$ cat config.mk
export PLATFORM = sky130hd
export DESIGN_NAME = snn_stimulus_sequencer_flat
export DESIGN_NICKNAME = d
export VERILOG_FILES = /design/src/rtl/snn_pkg.sv /design/src/rtl/snn_stimulus_sequencer_if.sv /design/src/rtl/snn_pattern_buf.sv /design/src/rtl/snn_stimulus_sequencer.sv /design/src/flat_wrapper.sv
export SDC_FILE = /design/constraint.sdc
export NUM_CORES = 1
export LEC_CHECK = 0
export CORE_ASPECT_RATIO = 0.75
export CORE_MARGIN = 10
export CORE_UTILIZATION = 57
export DETAILED_ROUTE_END_ITERATION = 12
export PLACE_DENSITY = 0.79
export SLEW_MARGIN = 0
export SYNTH_ARGS = -nofsm -noshare
export SYNTH_HDL_FRONTEND = slang
export SYNTH_HIERARCHICAL = 1
export SYNTH_SLANG_ARGS = --single-unit
$ cat constraint.sdc
create_clock -name clk -period 3.99 [get_ports clk]
set_clock_uncertainty 0.2 [all_clocks]
set_input_delay 0.798 -clock clk [delete_from_list [all_inputs] [get_ports clk]]
set_output_delay 0.798 -clock clk [all_outputs]
set_load 0.1 [all_outputs]
$ cat src/rtl/snn_pkg.sv
// Shared types and lane helpers for the SNN stimulus sequencer.
// A pattern word packs {ui_hi, ui_lo, uio_hi, uio_lo} as four intensity nibbles.
package snn_pkg;

   localparam int NIBBLE_W = 4;
   localparam int LANE_W   = 2 * NIBBLE_W;
   localparam int PAT_W    = 2 * LANE_W;

   typedef enum logic [1:0] {
      ST_IDLE    = 2'd0,
      ST_PRESENT = 2'd1,
      ST_REST    = 2'd2,
      ST_DONE    = 2'd3
   } state_e;

   function automatic logic [LANE_W-1:0] ui_lane(input logic [PAT_W-1:0] pat);
      return pat[PAT_W-1:LANE_W];
   endfunction

   function automatic logic [LANE_W-1:0] uio_lane(input logic [PAT_W-1:0] pat);
      return pat[LANE_W-1:0];
   endfunction

endpackage

$ cat src/rtl/snn_stimulus_sequencer_if.sv
// Pattern load channel and result stream between the host and the sequencer.
interface snn_stimulus_sequencer_if #(
   parameter int DEPTH = 8
);
   import snn_pkg::*;

   logic                     wr_valid;
   logic [PAT_W-1:0]         wr_data;
   logic                     wr_ready;
   logic                     res_valid;
   logic [LANE_W-1:0]        res_data;
   logic [$clog2(DEPTH)-1:0] res_idx;

   modport master (
      output wr_valid, wr_data,
      input  wr_ready, res_valid, res_data, res_idx
   );

   modport slave (
      input  wr_valid, wr_data,
      output wr_ready, res_valid, res_data, res_idx
   );

endinterface

$ cat src/rtl/snn_pattern_buf.sv
// DEPTH x 16 pattern register file, filled in order from slot 0, read asynchronously by index.
module snn_pattern_buf
   import snn_pkg::*;
#(
   parameter int DEPTH = 8
) (
   input  logic                       clk,
   input  logic                       rst_n,
   input  logic                       clr,
   input  logic                       wr_en,
   input  logic [PAT_W-1:0]           wr_data,
   input  logic [$clog2(DEPTH)-1:0]   rd_idx,
   output logic [PAT_W-1:0]           rd_data,
   output logic [$clog2(DEPTH):0]     count,
   output logic                       full
);

   localparam int IDX_W = $clog2(DEPTH);
   localparam int CNT_W = IDX_W + 1;

   logic [PAT_W-1:0] mem_r [DEPTH];
   logic [CNT_W-1:0] count_r;

   // Fill level; clear wins over a same-cycle write.
   always_ff @(posedge clk or negedge rst_n) begin
      if (!rst_n) begin
         count_r <= {CNT_W{1'b0}};
      end else if (clr) begin
         count_r <= {CNT_W{1'b0}};
      end else if (wr_en) begin
         count_r <= count_r + CNT_W'(1);
      end
   end

   // Storage needs no reset: slots at or above count are never read.
   always_ff @(posedge clk) begin
      if (wr_en && !clr) begin
         mem_r[count_r[IDX_W-1:0]] <= wr_data;
      end
   end

   assign rd_data = mem_r[rd_idx];
   assign count   = count_r;
   assign full    = (count_r == CNT_W'(DEPTH));

endmodule

$ cat src/rtl/snn_stimulus_sequencer.sv
// Plays buffered input patterns onto the network lanes as hold/rest presentations
// and returns the network output byte captured at the end of every hold.
module snn_stimulus_sequencer
   import snn_pkg::*;
#(
   parameter int DEPTH  = 8,
   parameter int HOLD_W = 8,
   parameter int REP_W  = 4
) (
   input  logic              clk,
   input  logic              rst_n,
   input  logic              ena,
   input  logic              clr,
   input  logic              start,
   input  logic              abort,
   input  logic [HOLD_W-1:0] hold_len,
   input  logic [HOLD_W-1:0] rest_len,
   input  logic [REP_W-1:0]  repeat_cnt,
   input  logic [LANE_W-1:0] net_out,
   output logic [LANE_W-1:0] ui_drv,
   output logic [LANE_W-1:0] uio_drv,
   output logic              busy,
   output logic              done,
   snn_stimulus_sequencer_if.slave bus
);

   localparam int IDX_W = $clog2(DEPTH);
   localparam int CNT_W = IDX_W + 1;

   state_e            state_r;
   logic [IDX_W-1:0]  idx_r;
   logic [IDX_W-1:0]  nxt_idx_s;
   logic [REP_W-1:0]  pass_r;
   logic [REP_W-1:0]  rep_r;
   logic [HOLD_W-1:0] hold_r;
   logic [HOLD_W-1:0] rest_r;
   logic [HOLD_W-1:0] cnt_r;
   logic [LANE_W-1:0] ui_r;
   logic [LANE_W-1:0] uio_r;
   logic [LANE_W-1:0] res_data_r;
   logic [IDX_W-1:0]  res_idx_r;
   logic              res_valid_r;
   logic              done_r;

   logic [CNT_W-1:0]  count_s;
   logic              full_s;
   logic [PAT_W-1:0]  rd_data_s;
   logic              idle_s;
   logic              wr_ready_s;
   logic [HOLD_W-1:0] hold_max_s;
   logic [REP_W-1:0]  rep_max_s;
   logic              seg_end_s;
   logic              last_idx_s;
   logic              last_pass_s;
   logic              adv_s;

   assign idle_s      = (state_r == ST_IDLE);
   assign wr_ready_s  = ena && idle_s && !full_s;
   assign hold_max_s  = (hold_len == {HOLD_W{1'b0}}) ? HOLD_W'(1) : hold_len;
   assign rep_max_s   = (repeat_cnt == {REP_W{1'b0}}) ? REP_W'(1) : repeat_cnt;
   assign seg_end_s   = (cnt_r <= HOLD_W'(1));
   assign last_idx_s  = ({1'b0, idx_r} == (count_s - CNT_W'(1)));
   assign last_pass_s = (pass_r == (rep_r - REP_W'(1)));
   assign adv_s       = seg_end_s && (((state_r == ST_PRESENT) && (rest_r == {HOLD_W{1'b0}}))
                                      || (state_r == ST_REST));

   // Index of the pattern to be driven next; also the buffer read address.
   always_comb begin
      nxt_idx_s = {IDX_W{1'b0}};
      if (idle_s || last_idx_s) begin
         nxt_idx_s = {IDX_W{1'b0}};
      end else begin
         nxt_idx_s = idx_r + IDX_W'(1);
      end
   end

   snn_pattern_buf #(.DEPTH(DEPTH)) u_buf (
      .clk     (clk),
      .rst_n   (rst_n),
      .clr     (ena && idle_s && clr),
      .wr_en   (bus.wr_valid && wr_ready_s),
      .wr_data (bus.wr_data),
      .rd_idx  (nxt_idx_s),
      .rd_data (rd_data_s),
      .count   (count_s),
      .full    (full_s)
   );

   // Playback FSM with its counters, lane drives and result capture.
   always_ff @(posedge clk or negedge rst_n) begin
      if (!rst_n) begin
         state_r     <= ST_IDLE;
         idx_r       <= {IDX_W{1'b0}};
         pass_r      <= {REP_W{1'b0}};
         rep_r       <= {REP_W{1'b0}};
         hold_r      <= {HOLD_W{1'b0}};
         rest_r      <= {HOLD_W{1'b0}};
         cnt_r       <= {HOLD_W{1'b0}};
         ui_r        <= {LANE_W{1'b0}};
         uio_r       <= {LANE_W{1'b0}};
         res_data_r  <= {LANE_W{1'b0}};
         res_idx_r   <= {IDX_W{1'b0}};
         res_valid_r <= 1'b0;
         done_r      <= 1'b0;
      end else if (ena) begin
         res_valid_r <= 1'b0;
         done_r      <= 1'b0;
         if (!idle_s && abort) begin
            state_r <= ST_IDLE;
            ui_r    <= {LANE_W{1'b0}};
            uio_r   <= {LANE_W{1'b0}};
         end else begin
            case (state_r)
               ST_IDLE: begin
                  if (start) begin
                     hold_r <= hold_max_s;
                     rest_r <= rest_len;
                     rep_r  <= rep_max_s;
                     pass_r <= {REP_W{1'b0}};
                     idx_r  <= {IDX_W{1'b0}};
                     if (count_s != {CNT_W{1'b0}}) begin
                        state_r <= ST_PRESENT;
                        cnt_r   <= hold_max_s;
                        ui_r    <= ui_lane(rd_data_s);
                        uio_r   <= uio_lane(rd_data_s);
                     end else begin
                        state_r <= ST_DONE;
                        done_r  <= 1'b1;
                     end
                  end
               end
               ST_PRESENT: begin
                  if (!seg_end_s) begin
                     cnt_r <= cnt_r - HOLD_W'(1);
                  end else begin
                     res_valid_r <= 1'b1;
                     res_data_r  <= net_out;
                     res_idx_r   <= idx_r;
                     if (rest_r != {HOLD_W{1'b0}}) begin
                        state_r <= ST_REST;
                        cnt_r   <= rest_r;
                        ui_r    <= {LANE_W{1'b0}};
                        uio_r   <= {LANE_W{1'b0}};
                     end
                  end
               end
               ST_REST: begin
                  if (!seg_end_s) begin
                     cnt_r <= cnt_r - HOLD_W'(1);
                  end
               end
               ST_DONE: begin
                  state_r <= ST_IDLE;
               end
               default: begin
                  state_r <= ST_IDLE;
                  ui_r    <= {LANE_W{1'b0}};
                  uio_r   <= {LANE_W{1'b0}};
               end
            endcase
            // End of a presentation: next pattern, next pass, or finish.
            if (adv_s) begin
               idx_r <= nxt_idx_s;
               if (last_idx_s) begin
                  pass_r <= pass_r + REP_W'(1);
               end
               if (last_idx_s && last_pass_s) begin
                  state_r <= ST_DONE;
                  done_r  <= 1'b1;
                  ui_r    <= {LANE_W{1'b0}};
                  uio_r   <= {LANE_W{1'b0}};
               end else begin
                  state_r <= ST_PRESENT;
                  cnt_r   <= hold_r;
                  ui_r    <= ui_lane(rd_data_s);
                  uio_r   <= uio_lane(rd_data_s);
               end
            end
         end
      end
   end

   assign ui_drv        = ui_r;
   assign uio_drv       = uio_r;
   assign busy          = !idle_s;
   assign done          = done_r;
   assign bus.wr_ready  = wr_ready_s;
   assign bus.res_valid = res_valid_r;
   assign bus.res_data  = res_data_r;
   assign bus.res_idx   = res_idx_r;

endmodule
$ cat src/flat_wrapper.sv
// flat-port wrapper written by rule: the top's interface ports become plain ports
module snn_stimulus_sequencer_flat import snn_pkg::*;
#(
   parameter int DEPTH  = 8,
   parameter int HOLD_W = 8,
   parameter int REP_W  = 4
)
  (clk, rst_n, ena, clr, start, abort, hold_len, rest_len, repeat_cnt, net_out, ui_drv, uio_drv, busy, done, bus_wr_valid, bus_wr_data, bus_wr_ready, bus_res_valid, bus_res_data, bus_res_idx);
  snn_stimulus_sequencer_if #(.DEPTH(DEPTH)) bus_i ();
  input  logic clk;
  input  logic rst_n;
  input  logic ena;
  input  logic clr;
  input  logic start;
  input  logic abort;
  input  logic [HOLD_W-1:0] hold_len;
  input  logic [HOLD_W-1:0] rest_len;
  input  logic [REP_W-1:0] repeat_cnt;
  input  logic [LANE_W-1:0] net_out;
  output logic [LANE_W-1:0] ui_drv;
  output logic [LANE_W-1:0] uio_drv;
  output logic busy;
  output logic done;
  input wire logic [$bits(bus_i.wr_valid)-1:0] bus_wr_valid;
  input wire logic [$bits(bus_i.wr_data)-1:0] bus_wr_data;
  output wire logic [$bits(bus_i.wr_ready)-1:0] bus_wr_ready;
  output wire logic [$bits(bus_i.res_valid)-1:0] bus_res_valid;
  output wire logic [$bits(bus_i.res_data)-1:0] bus_res_data;
  output wire logic [$bits(bus_i.res_idx)-1:0] bus_res_idx;
  assign bus_i.wr_valid = bus_wr_valid;
  assign bus_i.wr_data = bus_wr_data;
  assign bus_wr_ready = bus_i.wr_ready;
  assign bus_res_valid = bus_i.res_valid;
  assign bus_res_data = bus_i.res_data;
  assign bus_res_idx = bus_i.res_idx;
  snn_stimulus_sequencer #(.DEPTH(DEPTH), .HOLD_W(HOLD_W), .REP_W(REP_W)) u_core (.clk(clk), .rst_n(rst_n), .ena(ena), .clr(clr), .start(start), .abort(abort), .hold_len(hold_len), .rest_len(rest_len), .repeat_cnt(repeat_cnt), .net_out(net_out), .ui_drv(ui_drv), .uio_drv(uio_drv), .busy(busy), .done(done), .bus(bus_i));
endmodule
==> results of run 1 <==
-- area by class of cell --
class | instances | share of cell area, %
clock buffers | 19 | 4.23
multi-input cells | 338 | 29.3
inverters | 14 | 0.502
well taps | 205 | 2.45
clock inverters | 12 | 0.932
repair buffers | 98 | 9.13
flip-flops and latches | 198 | 53.4
-- synthesized netlist by cell type, drive strengths merged, types with 4 or more instances --
cell type / number
nand4: 5
a21o: 6
clkbuf: 14
nand2: 54
nand3: 10
dfrtp: 70
and3: 5
buf: 13
o21ai: 17
a22o: 17
nor2: 30
mux2: 40
mux4: 32
o2bb2ai: 4
mux2i: 5
inv: 14
edfxtp: 128
nor4: 4
o211ai: 5
o31ai: 4
a21oi: 12
nor2b: 5
ha: 9
xnor2: 8
xor2: 6
nor3: 15
-- logic make-up (layout without fill, tap and decap cells) --
family          after synthesis  count (layout)  share of synthesized area (%)
compound gates               92              92                           7.85
xor+xnor                     16              16                           1.92
fa+ha+maj                    10              10                           1.40
buf+inv                      41             143                           2.29
flops                       198             198                           63.3
mux                          77              77                           15.0
simple gates                143             143                           8.26
-- final timing paths --
path,startpoint,to,slack [ns],depth (start not counted)
worst max register to register,u_core/u_buf/count[0],u_core/uio_drv[1],0.43,11
worst min register to register,u_core/hold_r[5],u_core/hold_r[5],0.29,2
worst max-delay path,u_core/u_buf/count[0],u_core/uio_drv[1],0.43,11
min in group clk,u_core/hold_r[5],u_core/hold_r[5],0.29,2
worst min-delay path,rst_n,u_core/hold_r[7],0.29,1
max in group asynchronous,rst_n,u_core/uio_drv[4],2.64,1
-- worst max-delay path, cell delays in order (launching register included) --
cell     delay, ns
dfrtp_1       0.58
inv_1         0.12
ha_1          0.22
xor3_1        0.40
nor3_2        0.06
nand2_1       0.17
nand2_1       0.18
nor2_4        0.15
buf_12        0.24
mux4_1        0.59
mux2_2        0.29
a22o_2        0.23
-- routing by layer --
layer  up-vias  wire [um]
met1      2817       8620
met2       249       9700
li1       2434          -
met3        23       1600
met4         0        261
met5         -          0
-- where the power goes --
group	total, mW	internal [mW]	switching, mW
combinational	2.74	1.07	1.66
clock	1.57	0.820	0.752
sequential	2.80	2.49	0.313
total	7.11	4.38	2.73
-- through the flow --
| stage | power [mW] | utilization, % | instances | cell area, um2 | setup slack, ns |
|---|---|---|---|---|---|
| floorplan | 4.85 | - | 577 | 8860 | 0.0780 |
| global placement | 5.47 | 65.2 | 853 | 9930 | 0.586 |
| detailed placement | 5.53 | 65.2 | 853 | 9930 | 0.449 |
| CTS | 7.11 | 68.8 | 884 | 10500 | 0.435 |
| global route | 7.43 | 68.8 | 884 | 10500 | 0.246 |
| finish | 7.11 | 68.8 | 884 | 10500 | 0.432 |
-- sequential cells by signal, summed over array words and instances (netlist names) --
register and flops:
u_core/hold_r 8, u_core/state_r 2, u_core/bus.res_idx 3, u_core/rep_r 4
u_core/pass_r 4, u_core/idx_r 3, u_core/bus.res_valid 1, u_core/u_buf/count 4
u_core/uio_drv 8, u_core/done 1, u_core/bus.res_data 8, u_core/u_buf/mem_r 128
u_core/cnt_r 8, u_core/rest_r 8, u_core/ui_drv 8
==> impl_metrics.env, run 1 <==
export IMPL_synthToLayoutAreaGrowth_pct=18.4
export IMPL_power_density_nw_per_um2=679
export IMPL_synth_edff_count=128
export IMPL_crit_type="register to register"
export IMPL_avgSynthCellArea_um2=15.3
export IMPL_ant_nets=0
export IMPL_final_cell_mix="edfxtp_1, clkdlybuf4s50_1, dfrtp_1"
export IMPL_portBuffers=81
export IMPL_critPathArrivalTime_ns=3.67
export IMPL_grt_pass1_wl_um=31500
export IMPL_ys_seq_elements=198
export IMPL_synthArstFlopShare_pct=35.4
export IMPL_grt_pass1_vias=5496
export IMPL_drive_gt1_share_pct=18.0
export IMPL_layout_commonest_cell="edfxtp_1"
export IMPL_clkTransAtPathRegs_ns=0.07
export IMPL_grt_max_degree=71
export IMPL_overflow=0
export IMPL_grtUsageMet2_pct=30.1
export IMPL_htree_levels=4
export IMPL_wl_per_cell_um=22.8
export IMPL_yosysWarnings=6
export IMPL_synthFlopType="edfxtp_1"
export IMPL_drc=0
export IMPL_avgViaCountPerCell=6.25
export IMPL_synth_top_area_cell="edfxtp_1"
export IMPL_synth_cell_type_count=69
export IMPL_synth_area_um2=8840
export IMPL_setup_viol=0
export IMPL_numCtsBuffers=17
export IMPL_power_leakage_nw=3.88
export IMPL_fmax_ghz=0.281
export IMPL_multi_input_comb_area_um2=3070
export IMPL_start_util_pct=58.1
export IMPL_met3_usage_pct=4.49
export IMPL_period_share_pct=89.2
export IMPL_register_area_um2=5600
export IMPL_gp_congestion=0.944
export IMPL_n_fill_cell=1013
export IMPL_dr_pass1_iters=5
export IMPL_peakVddDrop_mv=0.375
export IMPL_required_ns=4.11
export IMPL_synth_fp_nets=637
export IMPL_drt_wl_total_um=20200
export IMPL_route_vias_total=5523
export IMPL_cts_repair_resized=0
export IMPL_crit_path_end_kind="register"
export IMPL_die_x_um=164
export IMPL_syn_inst=577
export IMPL_final_min_clock_period_ns=3.56
export IMPL_netlist_area_leader_share_pct=43.5
export IMPL_cts_sinks=198
export IMPL_hold_viol=0
export IMPL_cts_max_path_buffers=2
export IMPL_ios=82
export IMPL_slew_headroom_pct=28.6
export IMPL_coreArea_um2=15200
export IMPL_clock_latency_ns=0.43
export IMPL_drtIter0Drc=498
export IMPL_antenna_found_initial=0
export IMPL_tns_ns=0
export IMPL_fp_row_count=39
export IMPL_synthTopCellsByArea="edfxtp_1, dfrtp_1, mux4_1"
export IMPL_ctsRootBufferMaster="clkbuf_16"
export IMPL_cts_tree="yes"
export IMPL_hold_path_class="input port to asynchronous set/reset pin"
export IMPL_grt_setup_unrepaired="no"
export IMPL_finalNetCount=727
export IMPL_worstMarginPinSlew_ns=1.07
export IMPL_busiest_layer="met2"
export IMPL_crit_fanout=32
export IMPL_dieHeight_um=128
export IMPL_status="finished, final reports clean"
export IMPL_place_hpwl_um=12900
export IMPL_drv_cap=0
export IMPL_yosysSeqAreaShare_pct=63.3
export IMPL_drv_slew=0
export IMPL_grtUsageMet1_pct=27.3
export IMPL_grt_usage_pct=19.6
export IMPL_ctsHoldBuffers=0
export IMPL_holdWs_ns=0.289
export IMPL_dieArea_um2=20900
export IMPL_post_cts_setup_buffer_count=0
export IMPL_n_antenna_cell=0
export IMPL_critical_path_startpoint_type="register"
Note: power is estimated with default switching activity, not from simulation.
==> run 2, diff against run 1 <==
--- a/config.mk
+++ b/config.mk
@@ -5,6 +5,7 @@
 export SDC_FILE = /design/constraint.sdc
 export NUM_CORES = 1
 export LEC_CHECK = 0
+export ABC_AREA = 1
 export CORE_ASPECT_RATIO = 0.75
 export CORE_MARGIN = 10
 export CORE_UTILIZATION = 57
==> run 2 against run 1 <==
Sequential share of layout area fell by 4.1 points. Critical endpoint is now u_core/ui_drv[0]. Critical path type unchanged. Wire length increased by 30%. Register-to-register slack better by 0.37 ns.
==> impl_metrics.env, run 2 <==
export IMPL_crit_buf_inv=5
export IMPL_hold_viol=0
export IMPL_peakVddDrop_mv=0.459
export IMPL_critPathArrivalTime_ns=3.36
export IMPL_final_util_pct=67.6
export IMPL_tns_ns=0
export IMPL_multi_input_comb_area_um2=3150
export IMPL_synth_edff_count=128
export IMPL_die_x_um=171
export IMPL_synth_most_common_cell="nand2_1"
export IMPL_htree_levels=4
export IMPL_grt_max_degree=66
export IMPL_synth_fp_nets=1178
export IMPL_cpMaxStageDelayCell="inv_1"
export IMPL_required_ns=4.17
export IMPL_clkTransAtPathRegs_ns=0.07
export IMPL_layout_commonest_cell="nand2_1"
export IMPL_antenna_found_initial=0
export IMPL_avgSynthCellArea_um2=8.71
export IMPL_portBuffers=81
export IMPL_dpl_cell_area_um2=10700
export IMPL_final_area_um2=11300
export IMPL_synthToLayoutAreaGrowth_pct=16.3
export IMPL_synth_top_area_cell="edfxtp_1"
export IMPL_crit_path_end_kind="register"
export IMPL_fmax_ghz=0.314
export IMPL_final_cell_mix="nand2_1, inv_1, edfxtp_1"
export IMPL_syn_inst=1118
export IMPL_start_util_pct=58.1
export IMPL_overflow=0
export IMPL_route_vias_total=7768
export IMPL_crit_fanout=22
export IMPL_grt_pass1_wl_um=40700
export IMPL_drtIter0Drc=1131
export IMPL_critical_path_startpoint_type="register"
export IMPL_setup_viol=0
export IMPL_p_total_mw=8.43
export IMPL_wl_per_cell_um=18.4
export IMPL_numCtsBuffers=17
export IMPL_dieHeight_um=133
export IMPL_hold_path_class="input port to asynchronous set/reset pin"
export IMPL_ctsRootBufferMaster="clkbuf_16"
export IMPL_ios=82
export IMPL_yosysSeqAreaShare_pct=57.4
export IMPL_final_min_clock_period_ns=3.18
export IMPL_synthTopCellsByArea="edfxtp_1, dfrtp_1, nand2_1"
export IMPL_ys_seq_elements=198
export IMPL_n_fill_cell=1314
export IMPL_slew_headroom_pct=33.0
export IMPL_netlist_area_leader_share_pct=39.5
export IMPL_fp_row_count=41
export IMPL_synthArstFlopShare_pct=35.4
export IMPL_drive_gt1_share_pct=8.24
export IMPL_largest_reg_flops=128
export IMPL_cpLargestDelayFamily="buffers and inverters"
export IMPL_cts_tree="yes"
export IMPL_grt_setup_unrepaired="no"
export IMPL_cts_max_path_buffers=2
export IMPL_finalNetCount=1260
export IMPL_yosysWarnings=6
export IMPL_synthFlopType="edfxtp_1"
export IMPL_ctsHoldBuffers=0
export IMPL_post_cts_setup_buffer_count=0
export IMPL_drt_wl_total_um=26300
export IMPL_drv_cap=0
export IMPL_place_hpwl_um=18600
export IMPL_n_antenna_cell=0
export IMPL_critPathMostFrequentCell="nand2_1"
export IMPL_register_area_um2=5600
export IMPL_coreArea_um2=16800
export IMPL_gp_congestion=1.00
export IMPL_synth_cell_type_count=38
export IMPL_cts_sinks=198
export IMPL_slowest_delay_ns=0.58
export IMPL_dieArea_um2=22800
export IMPL_power_leakage_nw=5.39
export IMPL_synth_area_um2=9740
export IMPL_grt_usage_pct=23.3
export IMPL_drv_slew=0
export IMPL_power_density_nw_per_um2=744
export IMPL_rrSetupSlack_ns=0.81
export IMPL_avgViaCountPerCell=5.44
export IMPL_dr_pass1_iters=7
export IMPL_crit_type="register to register"
export IMPL_synthTopCellsByCount="nand2_1, inv_1, edfxtp_1"
export IMPL_drc=0
export IMPL_worstPathCellList="inv_1 > ha_1 > inv_1 > nand2_1 > nand2_1 > nand3_1 > nor2_1 > inv_1 > nand2_1 > nor2_2 > inv_1 > buf_4 > nand3_1 > nand2_1 > nand2_1 > nand2_1 > nand3_2 > nand2_1"
export IMPL_ant_nets=0
export IMPL_period_share_pct=79.8
export IMPL_grt_pass1_vias=7277
export IMPL_status="finished, final reports clean"
export IMPL_clock_latency_ns=0.44
export IMPL_worstMarginPinSlew_ns=1.00
export IMPL_cts_repair_resized=0
==> run 2: changes by cell type after synthesis, moves of 14 or more <==
| cell | change |
|---|---|
| nor2_1 | +21 |
| o21ai_0 | +22 |
| buf_2 | +14 |
| mux2_2 | -35 |
| inv_1 | +182 |
| nand2_1 | +350 |
| nand3_1 | +104 |
| mux4_1 | -28 |
==> run 2: power breakdown <==
group          internal, mW  leakage [nW]  switching [mW]  total, mW
clock                 0.985         0.310           0.744       1.73
combinational          1.05          3.02            2.88       3.93
sequential             2.52          2.06           0.252       2.77
==> run 2: final timing paths <==
| path | from | to | cells after the start |
|---|---|---|---|
| max | u_core/u_buf/count[0] | u_core/ui_drv[0] | 18 |
| min | rst_n | u_core/hold_r[6] | 1 |
| max reg2reg | u_core/u_buf/count[0] | u_core/ui_drv[0] | 18 |
| min reg2reg | u_core/uio_drv[5] | u_core/uio_drv[5] | 2 |
| max in group asynchronous | rst_n | u_core/u_buf/count[0] | 2 |
| min in group clk | u_core/uio_drv[5] | u_core/uio_drv[5] | 2 |
==> run 2: cell families (layout without fill, tap and decap cells) <==
| logic type | count (synthesis) | count (layout) | share of synthesized area, % |
|---|---|---|---|
| AO/OA/AOI/OAI | 53 | 53 | 3.08 |
| XOR/XNOR | 4 | 4 | 0.360 |
| flip-flops | 198 | 198 | 57.4 |
| multiplexers | 8 | 8 | 0.925 |
| adder cells (fa/ha/maj) | 9 | 9 | 1.16 |
| AND/OR/NAND/NOR | 607 | 607 | 26.6 |
| buffers and inverters | 239 | 334 | 10.4 |
==> run 2: worst reg2reg max path, stage by stage, from the launching register on <==
cell	delay [ns]
dfrtp_1	0.45
inv_1	0.13
ha_1	0.33
inv_1	0.06
nand2_1	0.04
nand2_1	0.05
nand3_1	0.07
nor2_1	0.14
inv_1	0.07
nand2_1	0.18
nor2_2	0.08
inv_1	0.58
buf_4	0.27
nand3_1	0.09
nand2_1	0.08
nand2_1	0.07
nand2_1	0.09
nand3_2	0.07
nand2_1	0.08
==> run 2: final cells by class <==
| type | count | area share [%] |
|---|---|---|
| Multi-Input combinational cell | 681 | 27.8 |
| Sequential cell | 198 | 49.4 |
| Clock buffer | 21 | 4.54 |
| Inverter | 203 | 6.77 |
| Clock inverter | 11 | 0.762 |
| Tap cell | 215 | 2.37 |
| Timing Repair Buffer | 99 | 8.37 |
==> run 2: metrics by stage <==
step           hold WS, ns  std cells  setup slack, ns
6_report           0.00694       1428            0.805
2_1_floorplan        0.242       1118           -0.130
5_1_grt             0.0116       1428            0.532
3_3_place_gp         0.264       1396            0.855
3_5_place_dp         0.267       1396            0.780
4_1_cts           0.000745       1428            0.824
==> run 2: routing by layer <==
| metal | vias up | share of wire (%) | track usage [%] |
|---|---|---|---|
| met5 | - | 0 | 0 |
| met4 | 0 | 1.3 | 6.51 |
| met3 | 37 | 15 | 7.85 |
| met2 | 499 | 42 | 32.5 |
| met1 | 3577 | 42 | 33.8 |
| li1 | 3655 | - | - |
